`src/rtl/framebuffer_arbiter.sv`:
```
// framebuffer_arbiter: issues one framebuffer RAM operation per cycle.
// A VGA pixel fetch takes every pix_tick slot. All other slots go round-robin
// to the drawing requesters. A small tag pipeline routes each returned read
// word to either the VGA path or the requester that issued it.
module framebuffer_arbiter #(
  parameter int NUM_REQ     = 4,
  parameter int ADDR_WIDTH  = 19,
  parameter int DATA_WIDTH  = 9,
  parameter int PIXEL_COUNT = 307200
) (
  input  logic                          clk,
  input  logic                          reset,
  input  logic                          pix_tick,
  input  logic [ADDR_WIDTH-1:0]         vga_addr,
  output logic [DATA_WIDTH-1:0]         vga_data,
  output logic                          vga_valid,
  input  logic [NUM_REQ-1:0]            req,
  input  logic [NUM_REQ-1:0]            req_wen,
  input  logic [NUM_REQ*ADDR_WIDTH-1:0] req_addr,
  input  logic [NUM_REQ*DATA_WIDTH-1:0] req_wdata,
  output logic [NUM_REQ-1:0]            gnt,
  output logic [DATA_WIDTH-1:0]         rdata,
  output logic                          rvalid,
  output logic [$clog2(NUM_REQ)-1:0]    rvalid_id,
  output logic                          addr_err,
  output logic [ADDR_WIDTH-1:0]         ram_addr,
  output logic                          ram_wen,
  output logic [DATA_WIDTH-1:0]         ram_wdata,
  input  logic [DATA_WIDTH-1:0]         ram_rdata
);

  localparam int ID_W = $clog2(NUM_REQ);
  localparam logic [ID_W:0]       NUM_REQ_W = (ID_W+1)'(NUM_REQ);
  localparam logic [ID_W-1:0]     LAST_ID   = ID_W'(NUM_REQ - 1);
  localparam logic [ADDR_WIDTH:0] PIX_LIMIT = (ADDR_WIDTH+1)'(PIXEL_COUNT);

  // Routing information that travels with each issued operation.
  typedef struct packed {
    logic            vga;  // VGA pixel fetch
    logic            rd;   // requester read
    logic [ID_W-1:0] id;   // owning requester
    logic            err;  // out-of-range address, return zero
  } tag_t;

  logic [NUM_REQ-1:0]    gnt_q, gnt_d;
  logic [ADDR_WIDTH-1:0] ram_addr_q, ram_addr_d;
  logic                  ram_wen_q, ram_wen_d;
  logic [DATA_WIDTH-1:0] ram_wdata_q, ram_wdata_d;
  logic                  addr_err_q, addr_err_d;
  logic [ID_W-1:0]       rr_ptr_q, rr_ptr_d;
  tag_t                  tag1_q, tag1_d, tag2_q;
  logic [DATA_WIDTH-1:0] vga_data_q, vga_data_d;
  logic                  vga_valid_q, vga_valid_d;
  logic [DATA_WIDTH-1:0] rdata_q, rdata_d;
  logic                  rvalid_q, rvalid_d;
  logic [ID_W-1:0]       rvalid_id_q, rvalid_id_d;

  // Unpack the flat requester buses into per-requester arrays.
  logic [ADDR_WIDTH-1:0] addr_arr  [NUM_REQ];
  logic [DATA_WIDTH-1:0] wdata_arr [NUM_REQ];
  for (genvar g = 0; g < NUM_REQ; g++) begin : g_unpack
    assign addr_arr[g]  = req_addr[g*ADDR_WIDTH +: ADDR_WIDTH];
    assign wdata_arr[g] = req_wdata[g*DATA_WIDTH +: DATA_WIDTH];
  end

  logic [NUM_REQ-1:0]    eligible;
  logic                  grant_found;
  logic [ID_W-1:0]       grant_id;
  logic [ID_W:0]         scan_sum;
  logic [ADDR_WIDTH-1:0] sel_addr;
  logic                  sel_oor;

  // Circular search for the first eligible requester at or after rr_ptr.
  always_comb begin
    // NOTE: combinational blocks use blocking '=' so later statements see the
    // values just computed; clocked state always uses non-blocking '<='.
    eligible    = req & ~gnt_q;
    grant_found = 1'b0;
    grant_id    = '0;
    scan_sum    = '0;
    for (int k = 0; k < NUM_REQ; k++) begin
      scan_sum = {1'b0, rr_ptr_q} + (ID_W+1)'(k);
      if (scan_sum >= NUM_REQ_W) scan_sum = scan_sum - NUM_REQ_W;
      if (!grant_found && eligible[scan_sum[ID_W-1:0]]) begin
        grant_found = 1'b1;
        grant_id    = scan_sum[ID_W-1:0];
      end
    end
  end

  assign sel_addr = addr_arr[grant_id];
  assign sel_oor  = ({1'b0, sel_addr} >= PIX_LIMIT);

  // Slot decision: VGA tick first, then round-robin grant, else idle.
  always_comb begin
    // NOTE: every target gets a default before any branch, so no path leaves
    // a signal unassigned and no latch is inferred.
    gnt_d       = '0;
    ram_addr_d  = ram_addr_q;
    ram_wen_d   = 1'b0;
    ram_wdata_d = ram_wdata_q;
    addr_err_d  = 1'b0;
    rr_ptr_d    = rr_ptr_q;
    tag1_d      = '0;
    if (pix_tick) begin
      ram_addr_d = vga_addr;
      tag1_d.vga = 1'b1;
    end else if (grant_found) begin
      gnt_d[grant_id] = 1'b1;
      ram_addr_d      = sel_addr;
      ram_wdata_d     = wdata_arr[grant_id];
      ram_wen_d       = req_wen[grant_id] & ~sel_oor;
      addr_err_d      = sel_oor;
      tag1_d.rd       = ~req_wen[grant_id];
      tag1_d.id       = grant_id;
      tag1_d.err      = sel_oor;
      rr_ptr_d        = (grant_id == LAST_ID) ? '0 : grant_id + ID_W'(1);
    end
  end

  // Return path: steer ram_rdata using the tag that matches this cycle's data.
  always_comb begin
    vga_valid_d = tag2_q.vga;
    vga_data_d  = tag2_q.vga ? ram_rdata : vga_data_q;
    rvalid_d    = tag2_q.rd;
    rdata_d     = rdata_q;
    rvalid_id_d = rvalid_id_q;
    if (tag2_q.rd) begin
      rdata_d     = tag2_q.err ? '0 : ram_rdata;
      rvalid_id_d = tag2_q.id;
    end
  end

  // State registers with synchronous reset.
  always_ff @(posedge clk) begin
    if (reset) begin
      gnt_q       <= '0;
      ram_addr_q  <= '0;
      ram_wen_q   <= 1'b0;
      ram_wdata_q <= '0;
      addr_err_q  <= 1'b0;
      rr_ptr_q    <= '0;
      // NOTE: the tag pipeline is cleared so in-flight reads die with reset;
      // the RAM contents themselves are never reset.
      tag1_q      <= '0;
      tag2_q      <= '0;
      vga_data_q  <= '0;
      vga_valid_q <= 1'b0;
      rdata_q     <= '0;
      rvalid_q    <= 1'b0;
      rvalid_id_q <= '0;
    end else begin
      gnt_q       <= gnt_d;
      ram_addr_q  <= ram_addr_d;
      ram_wen_q   <= ram_wen_d;
      ram_wdata_q <= ram_wdata_d;
      addr_err_q  <= addr_err_d;
      rr_ptr_q    <= rr_ptr_d;
      tag1_q      <= tag1_d;
      tag2_q      <= tag1_q;
      vga_data_q  <= vga_data_d;
      vga_valid_q <= vga_valid_d;
      rdata_q     <= rdata_d;
      rvalid_q    <= rvalid_d;
      rvalid_id_q <= rvalid_id_d;
    end
  end

  assign gnt       = gnt_q;
  assign ram_addr  = ram_addr_q;
  assign ram_wen   = ram_wen_q;
  assign ram_wdata = ram_wdata_q;
  assign addr_err  = addr_err_q;
  assign vga_data  = vga_data_q;
  assign vga_valid = vga_valid_q;
  assign rdata     = rdata_q;
  assign rvalid    = rvalid_q;
  assign rvalid_id = rvalid_id_q;

endmodule

```
`config.mk`:
```
export PLATFORM = sky130hd
export DESIGN_NAME = framebuffer_arbiter
export DESIGN_NICKNAME = d
export VERILOG_FILES = /design/src/rtl/framebuffer_arbiter.sv
export SDC_FILE = /design/constraint.sdc
export NUM_CORES = 1
export LEC_CHECK = 0
export ABC_AREA = 1
export ABC_CLOCK_PERIOD_IN_PS = 2600
export CAP_MARGIN = 0
export CORE_MARGIN = 1.5
export CORE_UTILIZATION = 40
export CTS_CLUSTER_DIAMETER = 150
export DETAILED_ROUTE_END_ITERATION = 10
export HOLD_SLACK_MARGIN = 0.06
export PLACE_DENSITY = 0.84
export REMOVE_ABC_BUFFERS = 1
export SLEW_MARGIN = 10
export SYNTH_ARGS = -nofsm -noshare
export SYNTH_HDL_FRONTEND = slang
export SYNTH_SLANG_ARGS = --single-unit
```
`constraint.sdc`:
```
create_clock -name clk -period 2.6 [get_ports clk]
set_input_delay 0.65 -clock clk [delete_from_list [all_inputs] [get_ports clk]]
set_output_delay 0.65 -clock clk [all_outputs]
set_load 0.1 [all_outputs]
```
---- After elaboration in Yosys (flattened, before gate mapping) ----
Index checks and enable logic that the tools add are counted.
cells by class
  add/sub/neg operators ................... 8
  muxes and demuxes ....................... 35
  reductions and logical operators ........ 10
  magnitude comparators ................... 12
  bitwise operators ....................... 8
  eq/ne operators ......................... 1
operators by type and width
  cell                                                                                 number
  19-bit two-way mux                                                                   4
  19-bit binary-select mux with 2-bit select                                           1
  9-bit two-way mux                                                                    3
  19-bit greater-or-equal comparator, second input constant                            1
  9-bit binary-select mux with 2-bit select                                            1
  2-bit two-way mux                                                                    9
  2-bit by 3-bit less-than comparator with 1-bit output, second input constant         5
  3-bit greater-or-equal comparator, second input constant                             4
  1-bit two-way mux                                                                    11
  1-bit binary-select mux with 2-bit select                                            5
  2-bit by 1-bit subtractor with 2-bit output, second input constant                   4
  2-bit by 2-bit adder with 3-bit output, second input constant                        2
  4-bit AND                                                                            1
  1-bit logical AND                                                                    4
  1-bit NOT                                                                            4
  4-bit NOT                                                                            1
  2-bit by 1-bit adder with 3-bit output, second input constant                        1
  2-bit by 3-bit greater-or-equal comparator with 1-bit output, second input constant  1
  1-bit zero test                                                                      3
  2-bit NOT with 3-bit output                                                          1
  3-bit OR reduction                                                                   1
  2-bit by 1-bit adder with 2-bit output, second input constant                        1
  1-bit demux with 2-bit select                                                        1
  2-bit equality test, second input constant                                           1
  other kinds (4)                                                                      4
storage, ports and cells
  output and inout port bits .............. 56
  input bits .............................. 151
  bits in registers ....................... 67

---- Logic depth before layout (Yosys ltp) ----
Gate-level depths: netlist of run 1.
  depth after elaboration ................. 21
  gate-level depth with buffers ........... 20
  depth with buffers taken out ............ 17

---- Least setup slack after synthesis of run 1 ----
Ideal clock, no wire load.
  path type ............................... reg2reg
  from .................................... reg gnt_q[2] (netlist: gnt[2])
  to ...................................... reg rr_ptr_q[1]
  arrival ................................. 2.442 ns
  library setup time ...................... 0.119 ns
  buffers on the path ..................... 1
  setup slack ............................. 0.038 ns
  required time ........................... 2.481 ns
  cell stages (with the launch flop) ...... 13
  period minus slack after synthesis ...... 2.562 ns
  path through ............................ dfxtp_1 -> inv_1 -> nand3_1 -> nand3_1 -> nand2_1 -> nand3_2 -> nor2_1 -> nor2_1 -> nor2_2 -> buf_4 -> ha_1 -> o21ai_0 -> a21oi_1
between the ends
  cells in the longest elaborated chain, start to end .. 16
  elaborated cells between the ends (all ways) .. 28
  classes of those cells .................. add/sub: 1; eq/ne: 1; mux: 17; bitwise: 2; reduce/logical: 7
RTL lines
  what                                                                                  line  RTL
  start, declared                                                                       45    logic [NUM_REQ-1:0] gnt_q, gnt_d;
  start signal, assigned                                                                153   gnt_q <= gnt_d;
  4-bit NOT (*)                                                                         77    eligible = req & ~gnt_q;
  4-bit AND (*)                                                                         77
  1-bit binary-select mux with 2-bit select                                             84    if (!grant_found && eligible[scan_sum[ID_W-1:0]]) begin
  1-bit two-way mux (implied by the code)                                               84
  1-bit two-way mux                                                                     84
  1-bit zero test                                                                       84
  1-bit logical AND                                                                     84
  1-bit two-way mux                                                                     84
  1-bit zero test                                                                       84
  1-bit logical AND                                                                     84
  1-bit two-way mux                                                                     84
  1-bit zero test                                                                       84
  1-bit logical AND                                                                     84
  2-bit two-way mux (*)                                                                 84
  named net grant_id[1]                                                                 68    logic [ID_W-1:0] grant_id;
  2-bit by 1-bit adder with 2-bit output / 2-bit equality test (equally long branches)  117   rr_ptr_d = (grant_id == LAST_ID) ? '0 : grant_id + ID_W'(1);
  2-bit two-way mux (*)                                                                 117
  end signal, assigned                                                                  158   rr_ptr_q <= rr_ptr_d;
  end, declared                                                                         50    logic [ID_W-1:0] rr_ptr_q, rr_ptr_d;
Mark *: on every way through the listed nets, which the timed path passes. The rest lies on a longest branch. The select of a mux whose other input is x is not followed.
A chain may end at the register's enable or synchronous reset.

---- Worst setup path in the final report of run 1 ----
  from .................................... in req[3]
  to ...................................... reg rr_ptr_q[1]
between the ends
  cells in the longest elaborated chain, start to end .. 15
  elaborated cells between the ends (all ways) .. 27
  classes of those cells .................. add/sub: 1; eq/ne: 1; mux: 17; bitwise: 1; reduce/logical: 7
RTL lines
  what                                                                                  line  RTL
  start, declared                                                                       17    input logic [NUM_REQ-1:0] req,
  4-bit AND (*)                                                                         77
  1-bit binary-select mux with 2-bit select                                             84
  1-bit two-way mux (implied by the code)                                               84
  1-bit two-way mux                                                                     84
  1-bit zero test                                                                       84
  1-bit logical AND                                                                     84
  1-bit two-way mux                                                                     84
  1-bit zero test                                                                       84
  1-bit logical AND                                                                     84
  1-bit two-way mux                                                                     84
  1-bit zero test                                                                       84
  1-bit logical AND                                                                     84
  2-bit two-way mux                                                                     84
  2-bit by 1-bit adder with 2-bit output / 2-bit equality test (equally long branches)  117
  2-bit two-way mux                                                                     117
Mark *: on every way between the ends. The rest lies on a longest branch, timed or not. The select of a mux whose other input is x is not followed.

==> impl_results.md, run 1 <==
- Ant. Diodes: 0
- Die ar.: 0.01026 mm2
- Non-filler cells, final: 943
- Total GRT Usage: 0.2571
- Cts bufs inserted: 9
- Family with the most delay on the worst path: buffers and inverters
- Routed Antenna Nets: 0
- Final period util: 0.9181
- I/O Buffers: 206
- Tightest hold margin: 0.4084 ns
- R2R Setup Slk: 0.33 ns
- LEAKAGE: 2.993 nW
- Worst setup path endpoint: rr_ptr_q[1]
- Max-slew violations: 0
- RSZ-0062 raised after global routing: false
- Async set or reset register ratio after synthesis: 0
- Largest cells by area after synthesis: dfxtp_1 35%, nand2_1 14%, nor2_1 7.6%
- Slowest stage delay, CP: 0.51 ns
- Crit-path slowest cell: clkdlybuf4s50_1
- Skew final: 0.01092 ns
- Largest net degree at the start of global routing: 32
- R2R depth: 16
- Top cell type's share of synthesized area: 0.3470
- Critical Path Fanout Max: 4
- Mapped Area: 0.003865 mm2
- Placed Cells: 926
- Critical path depth: 14
- Mean Syn Cell Area: 6.551 um2
- Remaining global-route overflow: 0
- Clock latency on the worst-skew pair: 0.35 ns
- Top FF cell, synth: dfxtp_1
- PD cells: 1599 mW/mm2
- Max_cap viols: 0
- Routed vias/inst: 4.940
- Clock sink count: 67
- DR WL/cell: 14.21 um
- Final number of hold-violating endpoints: 0
- CTS root buffer: clkbuf_8
- Synth Register Bits: 67
- Layout cells sized above 1: 0.1695
- Worst Hold Class: reg -> reg
- GPL Wtd Cong: 0.9040
- Remaining DRCs: 0
- Worst-path cell chain: clkdlybuf4s50_1 -> nand3_2 -> nand2_1 -> nand2_1 -> nand2_1 -> nor2_1 -> nor2_1 -> nand2_2 -> nand2_2 -> inv_1 -> buf_4 -> ha_1 -> o21ai_0 -> a21oi_1
- Routed WL: 13.40 mm
- Status: completed
- Most frequent cells in the layout: 150 x clkdlybuf4s50_1, 146 x nand2_1, 85 x buf_4, 76 x nor2_1, 67 x dfxtp_1
- Yosys synthesis warning count: 0
- Commonest non-fill, non-tap cell in the layout: clkdlybuf4s50_1
- Die W: 101.3 um
- Area growth syn-to-layout: 64.75%
- Row count: 35
- Reg clk slew, reported paths: 0.09 ns
- Die Y: 101.3 um
- RR Startpoint: rr_ptr_q[0]
- Register area share after synthesis: 0.3470
- Post-synth EDFFs: 0
- Worst setup EP type: flop
- Worst setup path startpoint: req[3]
- Rel. slew slack: 0.5665
- I/O pins: 207
- Core Area: 0.009284 mm2
- Starting DRT DRC Count: 128
- Clock Path Buffers: 2
- Via count: 4658
- Netlist cell types: 32
- Initial antenna violation count: 0
- WP data required: 2.83 ns
- CTS tree: done
- Min cycle time layout: 2.387 ns
- Max Freq: 418.9 MHz
- Initial core utilization: 0.4163
- Crit path kind: in -> reg
- WP buf/inv: 3
- Startpoint Class: primary input
- Final-report setup violation count: 0
- Top cell by count, worst path: nand2_1
- Peak VDD IR: 982.0 uV
- First-pass GRT wire length: 20.83 mm
- Cts hold-fix bufs: 0
- Least-Margin Pin Slew: 0.6495 ns
- R2R Path End: ram_wen
- WP data arrival: 2.62 ns
- Yosys top cell by area: dfxtp_1
- Synth Instances: 590
- Drt first pass iters: 4
- Final nets: 964
- Vias in the first global route: 4454
- Hpwl dp: 10.70 mm
- H-tree levels: 3
-- flip-flops by register name, summed over array words and instances (netlist names), 3 cells and up --
name	cells
gnt	4
ram_addr	19
ram_wdata	9
rdata	9
tag1_q	5
tag2_q	3
vga_data	9
-- layer usage --
layer	routed length (um)	up-vias	global-route usage	share of wire
met5	0	-	0	0
met4	323	0	0.07585	0.024
met3	911	25	0.06487	0.068
met2	6617	189	0.4688	0.49
met1	5547	2108	0.2959	0.41
li1	-	2336	-	-
-- Yosys cell counts (7+ instances only) --
library cell and count:
clkbuf_1 12, nand2_1 148, nor2_1 78, dfxtp_1 67
o21ai_0 41, buf_2 11, inv_1 64, buf_4 7
o211ai_1 15, nand3_1 51, o21bai_1 18, a31oi_1 13
a21oi_1 16
-- area by class of cell --
| class | count | area, um2 |
|---|---|---|
| flip-flops and latches | 67 | 1341 |
| multi-input cells | 416 | 2062 |
| clock inverters | 7 | 98.84 |
| inverters | 71 | 269.0 |
| repair buffers | 244 | 2311 |
| well taps | 129 | 161.4 |
| fillers | 792 | 2917 |
| clock buffers | 9 | 123.9 |
-- worst min-delay path by stage --
stage,depth (start not counted),slack (ns),from,end
after detailed placement,2,0.40,tag1_q[4],vga_valid_d
after global routing,2,0.42,tag1_q[4],vga_valid_d
after floorplan,2,0.39,tag1_q[3],rvalid_d
after global placement,2,0.39,tag1_q[3],rvalid_d
final,2,0.41,tag1_q[4],vga_valid_d
after CTS,2,0.41,tag1_q[1],tag2_q[1]
-- metrics by stage --
stage / total power (W) / area (um2) / util / TNS, ns / setup WS (ns)
after CTS: 0.01014 / 6336 / 0.6825 / 0 / 0.1687
after detailed placement: 0.009124 / 6113 / 0.6585 / -3.616 / -0.1820
after global routing: 0.01090 / 6367 / 0.6858 / 0 / 0.007776
after floorplan: 0.006403 / 3652 / - / -32.69 / -1.243
final: 0.01018 / 6367 / 0.6858 / 0 / 0.2130
after global placement: 0.009017 / 6113 / 0.6585 / -2.330 / -0.1565
-- kinds of logic after synthesis --
group                      after synthesis  synth area share
AOI/OAI and AO/OA                      120            0.2017
adders and majority gates                4           0.01295
buffers and inverters                  107            0.1246
DFF                                     67            0.3470
and+or+nand+nor                        292            0.3137
-- worst reg2reg max path, cell delays in order, from the launching register on --
cell     delay, ns
dfxtp_1       0.58
inv_4         0.10
nand3_1       0.14
nand3_1       0.10
nand2_2       0.12
nand3_2       0.12
nor2_2        0.13
nor2_1        0.06
nor2_2        0.13
buf_12        0.16
nand3_1       0.08
nand2_1       0.11
nand2_1       0.06
nor2_1        0.11
nand2_1       0.06
nand2_1       0.07
nor2_2        0.03
-- report_power, final --
part           internal (W)  switching (W)  leakage (nW)
clock              0.000547       0.000442         0.110
combinational       0.00276        0.00488          2.33
sequential          0.00134       0.000209         0.551
-- timing repair --
action | in CTS | in global routing
gates resized for setup | 0 | 7
buffers inserted | 0 | 1
hold endpoints to repair | 0 | 0
endpoints found under the setup margin | 0 | 7
(Power assumes the default switching activity.)
==> run 2: changes to the inputs <==
--- a/config.mk
+++ b/config.mk
@@ -6,14 +6,13 @@
 export NUM_CORES = 1
 export LEC_CHECK = 0
 export ABC_AREA = 1
-export ABC_CLOCK_PERIOD_IN_PS = 2600
 export CAP_MARGIN = 0
 export CORE_MARGIN = 1.5
 export CORE_UTILIZATION = 40
 export CTS_CLUSTER_DIAMETER = 150
 export DETAILED_ROUTE_END_ITERATION = 10
 export HOLD_SLACK_MARGIN = 0.06
-export PLACE_DENSITY = 0.84
+export PLACE_DENSITY = 0.79
 export REMOVE_ABC_BUFFERS = 1
 export SLEW_MARGIN = 10
 export SYNTH_ARGS = -nofsm -noshare
==> impl_results.md, run 2 (synthesis gave the netlist of run 1 again) <==
- First-pass GRT wire length: 20.71 mm (-0.57%)
- Initial antenna violation count: 1 (+1)
- I/O pins: 207 (unchanged)
- PD cells: 1590 mW/mm2 (-0.53%)
- Die Y: 101.3 um (unchanged)
- Status: completed
- Top cell by count, worst path: nand2_1
- Max-slew violations: 0 (unchanged)
- Layout cells sized above 1: 0.1700 (+0.0004420)
- Clock latency on the worst-skew pair: 0.34 ns (about the same)
- Worst setup path startpoint: req[1]
- Routed vias/inst: 5.046 (+2.2%)
- Initial core utilization: 0.4163 (unchanged)
- Commonest non-fill, non-tap cell in the layout: clkdlybuf4s50_1
- Tightest hold margin: 0.4040 ns (-0.004399 ns)
- Slowest stage delay, CP: 0.49 ns (-0.02 ns)
- RR Startpoint: rr_ptr_q[0]
- R2R depth: 12 (-4)
- Rel. slew slack: 0.5314 (-0.03512)
- RSZ-0062 raised after global routing: true
- Final instance area: 0.006350 mm2 (-0.28%)
- Least-Margin Pin Slew: 0.7021 ns (+0.05262 ns)
- Routed Antenna Nets: 0 (unchanged)
- Routed WL: 13.75 mm (+2.6%)
- Total GRT Usage: 0.2556 (-0.001488)
- R2R Setup Slk: 0.14 ns (-0.19 ns)
- Max_cap viols: 0 (unchanged)
- Starting DRT DRC Count: 142 (+11%)
- Largest net degree at the start of global routing: 64 (+100%)
- Area growth syn-to-layout: 64.29%
- Max Freq: 386.8 MHz (-7.7%)
- Placed instance area: 0.006021 mm2 (-1.5%)
- Final-report setup violation count: 0 (unchanged)
- WP data arrival: 2.81 ns (+0.19 ns)
- DR WL/cell: 14.69 um (+3.4%)
- Worst-path cell chain: clkdlybuf4s50_1 -> nand3_1 -> nand2_1 -> nand2_1 -> a21boi_0 -> nand2_1 -> nor2_2 -> nor2_4 -> clkbuf_16 -> ha_1 -> o21ai_0 -> a21oi_1
- Die W: 101.3 um (unchanged)
- Clock Path Buffers: 2 (unchanged)
- Critical Path Fanout Max: 4 (unchanged)
- Skew final: 0.007689 ns (-0.003230 ns)
- Final number of hold-violating endpoints: 0 (unchanged)
- Row count: 35 (unchanged)
- Final nets: 956 (-0.83%)
- Via count: 4723 (+1.4%)
- Max FFs per register: 19 (unchanged)
- Worst Hold Class: reg -> reg
- I/O Buffers: 206 (unchanged)
- WP data required: 2.82 ns (about the same)
- Most frequent cells in the layout: 149 x clkdlybuf4s50_1, 145 x nand2_1, 78 x buf_4, 74 x nor2_1, 67 x dfxtp_1
- Drt first pass iters: 4 (unchanged)
- Die ar.: 0.01026 mm2 (unchanged)
- Remaining DRCs: 0 (unchanged)
- Worst setup path endpoint: rr_ptr_q[1]
- R2R Path End: rr_ptr_q[1]
- Reg clk slew, reported paths: 0.08 ns (about the same)
- GPL Wtd Cong: 0.8832 (-2.3%)
- H-tree levels: 3 (unchanged)
- Peak VDD IR: 1110 uV (+13%)
- Vias in the first global route: 4555 (+2.3%)
- Critical path depth: 12 (-2)
- Hpwl dp: 10.53 mm (-1.5%)
- LEAKAGE: 2.978 nW (-0.51%)
- Cts hold-fix bufs: 0 (unchanged)
- Crit path kind: in -> reg
- Clock sink count: 67 (unchanged)
- CTS root buffer: clkbuf_8
- HP Start: tag1_q[4]
- Final period util: 0.9942 (+0.07616)
- CTS tree: done
- Crit-path slowest cell: clkdlybuf4s50_1
- Remaining global-route overflow: 0 (unchanged)
- Startpoint Class: primary input
- Cts bufs inserted: 9 (unchanged)
- WP buf/inv: 2 (-1)
- Min cycle time layout: 2.585 ns (+0.1980 ns)
- Core Area: 0.009284 mm2 (unchanged)
- Worst setup EP type: flop
- Family with the most delay on the worst path: simple AND/OR/NAND/NOR gates
- Fin util: 0.6840 (-0.001887)
==> run 2: worst reg2reg max path: stages (launching register included) <==
cell	delay (ns)
dfxtp_1	0.60
nand2_1	0.13
nand2_1	0.14
nand3_2	0.08
nand2_2	0.14
nand3_2	0.14
nor2_4	0.16
nor2_2	0.06
nor2_4	0.19
clkbuf_16	0.18
ha_1	0.22
o21ai_0	0.25
a21oi_1	0.08
==> run 2: per-layer routing <==
layer,vias up,part of all wire,track usage
met5,-,0,0
met4,0,0.030,0.1079
met3,37,0.082,0.06418
met2,232,0.50,0.4791
met1,2133,0.39,0.2708
li1,2321,-,-
==> run 2: timing repair <==
action / in CTS / in global routing
resized for setup: 0 / 20
setup endpoints to repair: 0 / 13
buffers inserted: 0 / 1
==> run 2: cell type report <==
cell class | count | area (um2)
Fill cell | 807 | 2934
Timing Repair Buffer | 236 | 2246
Multi-Input combinational cell | 416 | 2105
Sequential cell | 67 | 1341
Inverter | 71 | 269.0
Tap cell | 129 | 161.4
Clock buffer | 10 | 137.6
Clock inverter | 6 | 87.58
Antenna cell | 1 | 2.502
==> run 2: metrics by stage <==
| step | TNS, ns | cells | setup slack [ns] | power, W |
|---|---|---|---|---|
| after floorplan | -32.69 | 554 | -1.243 | 0.006403 |
| after global placement | -1.240 | 917 | -0.1051 | 0.008646 |
| after detailed placement | -4.531 | 917 | -0.2186 | 0.008801 |
| after CTS | 0 | 933 | 0.02342 | 0.009817 |
| after global routing | -0.1903 | 936 | -0.09121 | 0.01080 |
| final | 0 | 936 | 0.01501 | 0.01010 |
==> run 2: power breakdown <==
part | switching (W) | internal, W | leakage (nW) | total (W)
clock | 0.000417 | 0.000568 | 0.117 | 0.000986
sequential | 0.000212 | 0.00134 | 0.551 | 0.00155
combinational | 0.00498 | 0.00258 | 2.31 | 0.00756
total | 0.00560 | 0.00449 | 2.98 | 0.0101
==> run 2: how the worst min path moves through the flow <==
stage	end	slack, ns	cells after the start
global route	tag2_q[2]	0.44	2
detailed placement	vga_valid_d	0.39	2
global placement	tag2_q[2]	0.39	2
finish	vga_valid_d	0.40	2
CTS	vga_valid_d	0.41	2
floorplan	rvalid_d	0.39	2
